--- src/rtl/reg_writeback_queue.sv ---
// In-order writeback queue between the MEM stage and the register-file write port.
// Optional macro WB_BYPASS_EN adds a forwarding lookup over pending writes.
module reg_writeback_queue #(
  parameter int unsigned DEPTH  = 4,
  parameter int unsigned DATA_W = 32,
  parameter int unsigned ADDR_W = 5
) (
  input  logic                      clk,
  input  logic                      rst,
  input  logic                      in_valid,
  output logic                      in_ready,
  input  logic [ADDR_W-1:0]         in_rt,
  input  logic [ADDR_W-1:0]         in_rd,
  input  logic [DATA_W-1:0]         in_alu_result,
  input  logic [DATA_W-1:0]         in_mem_data,
  input  logic                      in_reg_write,
  input  logic                      in_reg_dst,
  input  logic                      in_mem_to_reg,
  input  logic                      in_link,
  input  logic                      rf_busy,
  output logic                      wb_reg_write,
  output logic [ADDR_W-1:0]         wb_write_reg,
  output logic [DATA_W-1:0]         wb_write_data,
  output logic [$clog2(DEPTH):0]    wb_count,
  input  logic [ADDR_W-1:0]         fwd_addr,
  output logic                      fwd_hit,
  output logic [DATA_W-1:0]         fwd_data
);

  localparam int unsigned PTR_W = $clog2(DEPTH);
  localparam int unsigned CNT_W = PTR_W + 1;

  logic [ADDR_W-1:0] r_mem_reg  [DEPTH];
  logic [DATA_W-1:0] r_mem_data [DEPTH];
  logic [PTR_W-1:0]  r_head;
  logic [PTR_W-1:0]  r_tail;
  logic [CNT_W-1:0]  r_count;

  logic [ADDR_W-1:0] w_dest;
  logic [DATA_W-1:0] w_data;
  logic              w_accept;
  logic              w_push;
  logic              w_pop;

  // Destination/data selection; link overrides the other muxes.
  assign w_dest = in_link ? ADDR_W'(31) : (in_reg_dst ? in_rd : in_rt);
  assign w_data = (in_link || !in_mem_to_reg) ? in_alu_result : in_mem_data;

  assign in_ready = !rst && (r_count < CNT_W'(DEPTH));
  assign w_accept = in_valid && in_ready;
  assign w_push   = w_accept && in_reg_write && (w_dest != '0);
  assign w_pop    = (r_count != '0) && !rf_busy;
  assign wb_count = r_count;

  always_ff @(posedge clk) begin
    if (w_push) begin
      r_mem_reg[r_tail]  <= w_dest;
      r_mem_data[r_tail] <= w_data;
    end
  end

  always_ff @(posedge clk or posedge rst) begin
    if (rst) begin
      r_head        <= '0;
      r_tail        <= '0;
      r_count       <= '0;
      wb_reg_write  <= 1'b0;
      wb_write_reg  <= '0;
      wb_write_data <= '0;
    end else begin
      if (w_push) r_tail <= r_tail + PTR_W'(1);
      if (w_pop) begin
        r_head        <= r_head + PTR_W'(1);
        wb_write_reg  <= r_mem_reg[r_head];
        wb_write_data <= r_mem_data[r_head];
      end
      wb_reg_write <= w_pop;
      if (w_push && !w_pop)      r_count <= r_count + CNT_W'(1);
      else if (!w_push && w_pop) r_count <= r_count - CNT_W'(1);
    end
  end

`ifdef WB_BYPASS_EN
  logic [PTR_W-1:0] w_idx;

  // Scan oldest to newest so the newest matching entry wins.
  always_comb begin
    fwd_hit  = 1'b0;
    fwd_data = '0;
    w_idx    = r_head;
    if (fwd_addr != '0) begin
      if (wb_reg_write && (wb_write_reg == fwd_addr)) begin
        fwd_hit  = 1'b1;
        fwd_data = wb_write_data;
      end
      for (int i = 0; i < int'(DEPTH); i++) begin
        w_idx = r_head + PTR_W'(i);
        if ((CNT_W'(i) < r_count) && (r_mem_reg[w_idx] == fwd_addr)) begin
          fwd_hit  = 1'b1;
          fwd_data = r_mem_data[w_idx];
        end
      end
    end
  end
`else
  logic w_unused_fwd;
  assign w_unused_fwd = ^fwd_addr;
  assign fwd_hit      = 1'b0;
  assign fwd_data     = '0;
`endif

endmodule

--- config.mk ---
export PLATFORM = sky130hd
export DESIGN_NAME = reg_writeback_queue
export DESIGN_NICKNAME = d
export VERILOG_FILES = /design/src/rtl/reg_writeback_queue.sv
export SDC_FILE = /design/constraint.sdc
export NUM_CORES = 1
export LEC_CHECK = 0
export ABC_AREA = 1
export CAP_MARGIN = 25
export CORE_ASPECT_RATIO = 2
export CORE_MARGIN = 8
export CORE_UTILIZATION = 57
export DETAILED_ROUTE_END_ITERATION = 10
export DONT_BUFFER_PORTS = 1
export GPL_TIMING_DRIVEN = 0
export PLACE_DENSITY = 0.77
export SLEW_MARGIN = 5
export SYNTH_ARGS = -nofsm -noshare
export SYNTH_HDL_FRONTEND = slang
export SYNTH_SLANG_ARGS = --single-unit
--- constraint.sdc ---
create_clock -name clk -period 2.7 [get_ports clk]
set_input_delay 0.54 -clock clk [delete_from_list [all_inputs] [get_ports clk]]
set_output_delay 0.54 -clock clk [all_outputs]
set_load 0.02 [all_outputs]
Word level (Yosys, flattened, before mapping) --
Memory sizes are Yosys's and may differ from the RTL's. A register that Yosys moved wholly into a read port is not among the register bits. Index checks and enable logic that the tools add are counted.
Cells by class: add/sub/neg operators 4, mux-type cells 7, reduce and logical (&&, ||, !) cells 16, magnitude comparators 1
Operators with widths (count):
- 32-bit two-way mux | 1
- 5-bit two-way mux | 2
- 1-bit logical AND | 7
- 3-bit two-way mux | 2
- 1-bit zero test | 5
- 5-bit nonzero test | 1
- 2-bit by 1-bit adder with 2-bit output (second input constant) | 2
- 3-bit by 1-bit adder with 3-bit output (second input constant) | 1
- 3-bit < comparator (second input constant) | 1
- 3-bit nonzero test | 1
- 3-bit by 1-bit subtractor with 3-bit output (second input constant) | 1
- 1-bit two-way mux | 2
- 2-bit nonzero test | 1
- 1-bit logical OR | 1
Word-level totals: input bits 87, output and inout bits 75, memories kept 2, word-level logic and storage cells 34, register bits after elaboration 8, bits in writable memories 148
Memories:
- r_mem_data | words 4, width 32, read ports 1, clocked after Yosys merged registers in 1, write ports 1, line 34 | logic [DATA_W-1:0] r_mem_data [DEPTH];
- r_mem_reg | words 4, width 5, read ports 1, clocked after Yosys merged registers in 1, write ports 1, line 33 | logic [ADDR_W-1:0] r_mem_reg [DEPTH];

Depth between registers and ports, before layout --
depth after elaboration 9, mapped depth 13, mapped depth without buffers 13

Worst setup path before layout --
Ideal clock, no wire load.
kind input-to-reg, start point input rst, end point memory r_mem_data[0][0], enable pin, library setup time 0.431 ns, path slack -0.548 ns, stages on the path 4, buffers on the path 0, data required time 2.269 ns, arrival 2.817 ns, cells stage by stage nor2_1 > and3_1 > nand2_4 > nor2_1
On the way: longest elaborated chain between the ends 7
Ends and longest elaborated chain:
- start: declaration | line 9 | input logic rst,
- 1-bit zero test (no line)
- 1-bit logical AND | line 49 | assign in_ready = !rst && (r_count < CNT_W'(DEPTH));
- 1-bit logical AND | line 50 | assign w_accept = in_valid && in_ready;
- 1-bit logical AND (2 in series) | line 51 | assign w_push = w_accept && in_reg_write && (w_dest != '0);
- 1-bit two-way mux | line 56 | if (w_push) begin
- 1-bit two-way mux (not written as such) | line 58 | r_mem_data[r_tail] <= w_data;
- end: declaration | line 34
No other way between the ends.

Worst setup path in the final report --
start point register r_count[0] (netlist: wb_count[0]), end point register r_count[1] (netlist: wb_count[1])
On the way: elaborated cells between the ends (all ways) 16
RTL lines:
- start: declaration | line 37 | logic [CNT_W-1:0] r_count;
- start signal: assignment | line 78 | if (w_push && !w_pop) r_count <= r_count + CNT_W'(1);
- start signal: assignment | line 79 | else if (!w_push && w_pop) r_count <= r_count - CNT_W'(1);
- 3-bit nonzero test (*) | line 52 | assign w_pop = (r_count != '0) && !rf_busy;
- 1-bit logical AND (*) | line 52
- via w_pop | line 43 | logic w_pop;
- 1-bit zero test | line 78
- 1-bit logical AND | line 78
- 3-bit two-way mux or 2-bit nonzero test (tied branches)
The timed path passes the listed nets; every way through them passes the cells marked *. The select of a mux whose other input is x is not followed. A chain may end at the register's enable or synchronous reset.

==> metrics.csv <==
metric,value,unit
clk_pin_slew_worst_paths,0.07,ns
initialDrtViolationCount,383,
power_report.internal_total,5.80,mW
largest_register_ffs,128,
run_status,"complete, no violations",
io_pins,162,
drt_pass1_iterations,5,
gp_congestion,0.776,
combinationalPowerShare,0.272,
via_count,5115,
grt_start_max_net_pins,26,
final_period_minus_worst_setup_slack,2.56,ns
total_switching_power,3.44,mW
synth.ff_latch_count,193,
pwr-share-seq,0.471,
max_slew_margin,0.498,
drt-total-wl,19.0,mm
finalHoldViolations,0,
clk_root_buffer_cell,clkbuf_16,
htree_levels,4,
nets,805,
synth_cell_type_count,30,
core_area,0.0139,mm^2
power.clock.fraction,0.256,
rsz0062_at_grt,false,
numClockSinks,193,
antenna_left,0,
critPathKind,flop to flop,
timing_max_transition_violations_final,0,
drv.max_cap_violation_count,0,
first_global_vias,5492,
pd_cells,1010,mW/mm^2
n_antenna_cell,0,
critical-path-max-stage-delay,0.56,ns
dpl.cell_count,882,
routed_via_density,5.60,
cts.path.max_buffers,2,
tritoncts_clock_tree,built,
worstMarginPinSlew,0.751,ns
die_y,184,um
portion_of_the_post_synthesis_area_used_by_sequential_elements,0.689,
place.port_buffers,0,
antenna_found_initial,0,
clock_skew,0.0113,ns
cp.arrival,2.89,ns
end_kind,flop,
fmax,390,MHz
fp.dieArea,0.0185,mm^2
layout.core_utilization,0.659,
startpoint_type,flop,
finish.cell_count_without_fillers,914,
wire_per_inst,20.8,um
yosys_warnings,0,
area_growth,13.1,%
setup-violations-final,0,
hold_class,primary input to async pin,
insertion_delay,0.43,ns
irDropWorstVdd,0.000607,V
global_route_wire_length_before_repair,29.1,mm
layout-drive-gt1-share,0.199,
num_rows,61,
syn_area,0.00809,mm^2
critical-path-slowest-cell,dfrtp_1,
finalPower,9.24,mW
route.detailed.drc,0,
synth.avg_cell_area,12.3,um^2
cts-buffers-inserted,17,
cp_common_cell,inv_1,
die-width,100,um
finalSetupTns,0,ns
synthCells,656,
groute.usage.overall,0.212,
gr-total-overflow,0,
timing.critical_path.cells,nor3_2 -> nor2_4 -> buf_1 -> inv_1 -> ha_1 -> inv_1 -> fa_1 -> mux2_2,
total_leakage_power,3.39,nW
cp.required,3.02,ns
power.switching_fraction,0.372,
detailed_place_hpwl,12.8,mm
period_share,0.950,
timing.critical_path.fanout_max,10,
start_util,0.582,
==> synthesized netlist by cell type (all sizes together) <==
cell,instances,share of area
nor3,2,0.0025
and3,1,0.00077
clkbuf,6,0.0034
a21oi,1,0.00062
ha,5,0.0077
conb,1,0.00046
dfrtp,45,0.14
xor2,2,0.0022
mux2,33,0.046
xnor2,2,0.0022
buf,63,0.054
nand2,16,0.0084
a31oi,37,0.029
nor2,194,0.091
inv,17,0.0079
o21ai,75,0.046
fa,1,0.0025
nand3,7,0.0068
edfxtp,148,0.55
==> routing by layer <==
layer / global-route usage / vias to the layer above / routed length, um
li1: - / 2331 / -
met1: 0.209 / 2495 / 6500
met2: 0.393 / 252 / 10500
met3: 0.0639 / 37 / 1650
met4: 0.0921 / 0 / 417
met5: 0 / - / 0
==> kinds of logic (layout without fill, tap and decap cells) <==
kind of cell,Yosys count,count (layout),synth area share
adders and majority gates,6,6,0.0102
AOI/OAI and AO/OA,113,113,0.0756
xor gates and xnor gates,4,4,0.00433
muxes,33,33,0.0459
and+or+nand+nor,220,220,0.110
DFF,193,193,0.689
buffers and inverters,86,123,0.0650
other,1,33,0.000464
==> power by group through the flow <==
stage	Clock [mW]	Combinational [mW]	Sequential [mW]
3_5_place_dp	0	2.48	4.43
3_3_place_gp	0	2.29	4.42
6_report	2.37	2.52	4.35
2_1_floorplan	0	1.78	4.28
5_1_grt	2.49	2.80	4.41
4_1_cts	2.38	2.50	4.37
==> cell usage in the layout (no fill, tap or decap), drive strengths merged <==
master / Yosys / routed
buf: 63 / 68
xor2: 2 / 2
bufinv: 0 / 1
a31oi: 37 / 37
nor2: 194 / 194
dfrtp: 45 / 45
edfxtp: 148 / 148
mux2: 33 / 33
inv: 17 / 22
clkinvlp: 0 / 3
clkbuf: 6 / 24
a21oi: 1 / 1
conb: 1 / 33
nand3: 7 / 7
nor3: 2 / 2
ha: 5 / 5
clkinv: 0 / 5
xnor2: 2 / 2
o21ai: 75 / 75
and3: 1 / 1
nand2: 16 / 16
fa: 1 / 1
==> worst max-delay path: cells and delay by family, from the launching register on <==
family	cells	cell delay (ns)
adder cells (fa/ha/maj)	2	0.64
multiplexers	1	0.27
flip-flops	1	0.56
buffers and inverters	3	0.65
AND/OR/NAND/NOR	2	0.32
==> timing repair <==
item / in CTS / in global routing
buffers inserted: 0 / 0
setup endpoints to repair: 0 / 1
hold buffers: 0 / 0
gates resized for setup: 0 / 1
==> per-stage QoR <==
step                      area (um^2)  setup slack, ns  hold WS, ns
after floorplan                  8210           -0.548        0.491
after global placement           8440            -1.80        0.504
after detailed placement         8590            0.113        0.513
after CTS                        9150            0.115       0.0546
after global routing             9150           0.0313       0.0795
final                            9150            0.136       0.0417
==> path summary, 6_finish.rpt <==
| check | startpoint | end | slack (ns) | depth (start not counted) |
|---|---|---|---|---|
| min in group clk | in_mem_data[8] | r_mem_data[1][8] | 0.37 | 1 |
| min reg2reg | r_tail[0] | r_tail[0] | 0.55 | 2 |
| min | rst | r_tail[0] | 0.04 | 1 |
| max | wb_count[0] | wb_count[1] | 0.14 | 8 |
| max reg2reg | wb_count[0] | wb_count[1] | 0.14 | 8 |
| max in group asynchronous | rst | wb_write_data[24] | 2.10 | 2 |
==> layout make-up <==
| class | count | area, um^2 |
|---|---|---|
| well taps | 189 | 236 |
| clock inverters | 14 | 130 |
| plain buffers | 69 | 462 |
| repair buffers | 5 | 115 |
| clock buffers | 18 | 429 |
| inverters | 17 | 63.8 |
| flip-flops and latches | 193 | 5570 |
| fillers | 1044 | 4740 |
| multi-input cells | 409 | 2140 |
(Power assumes the default switching activity.)
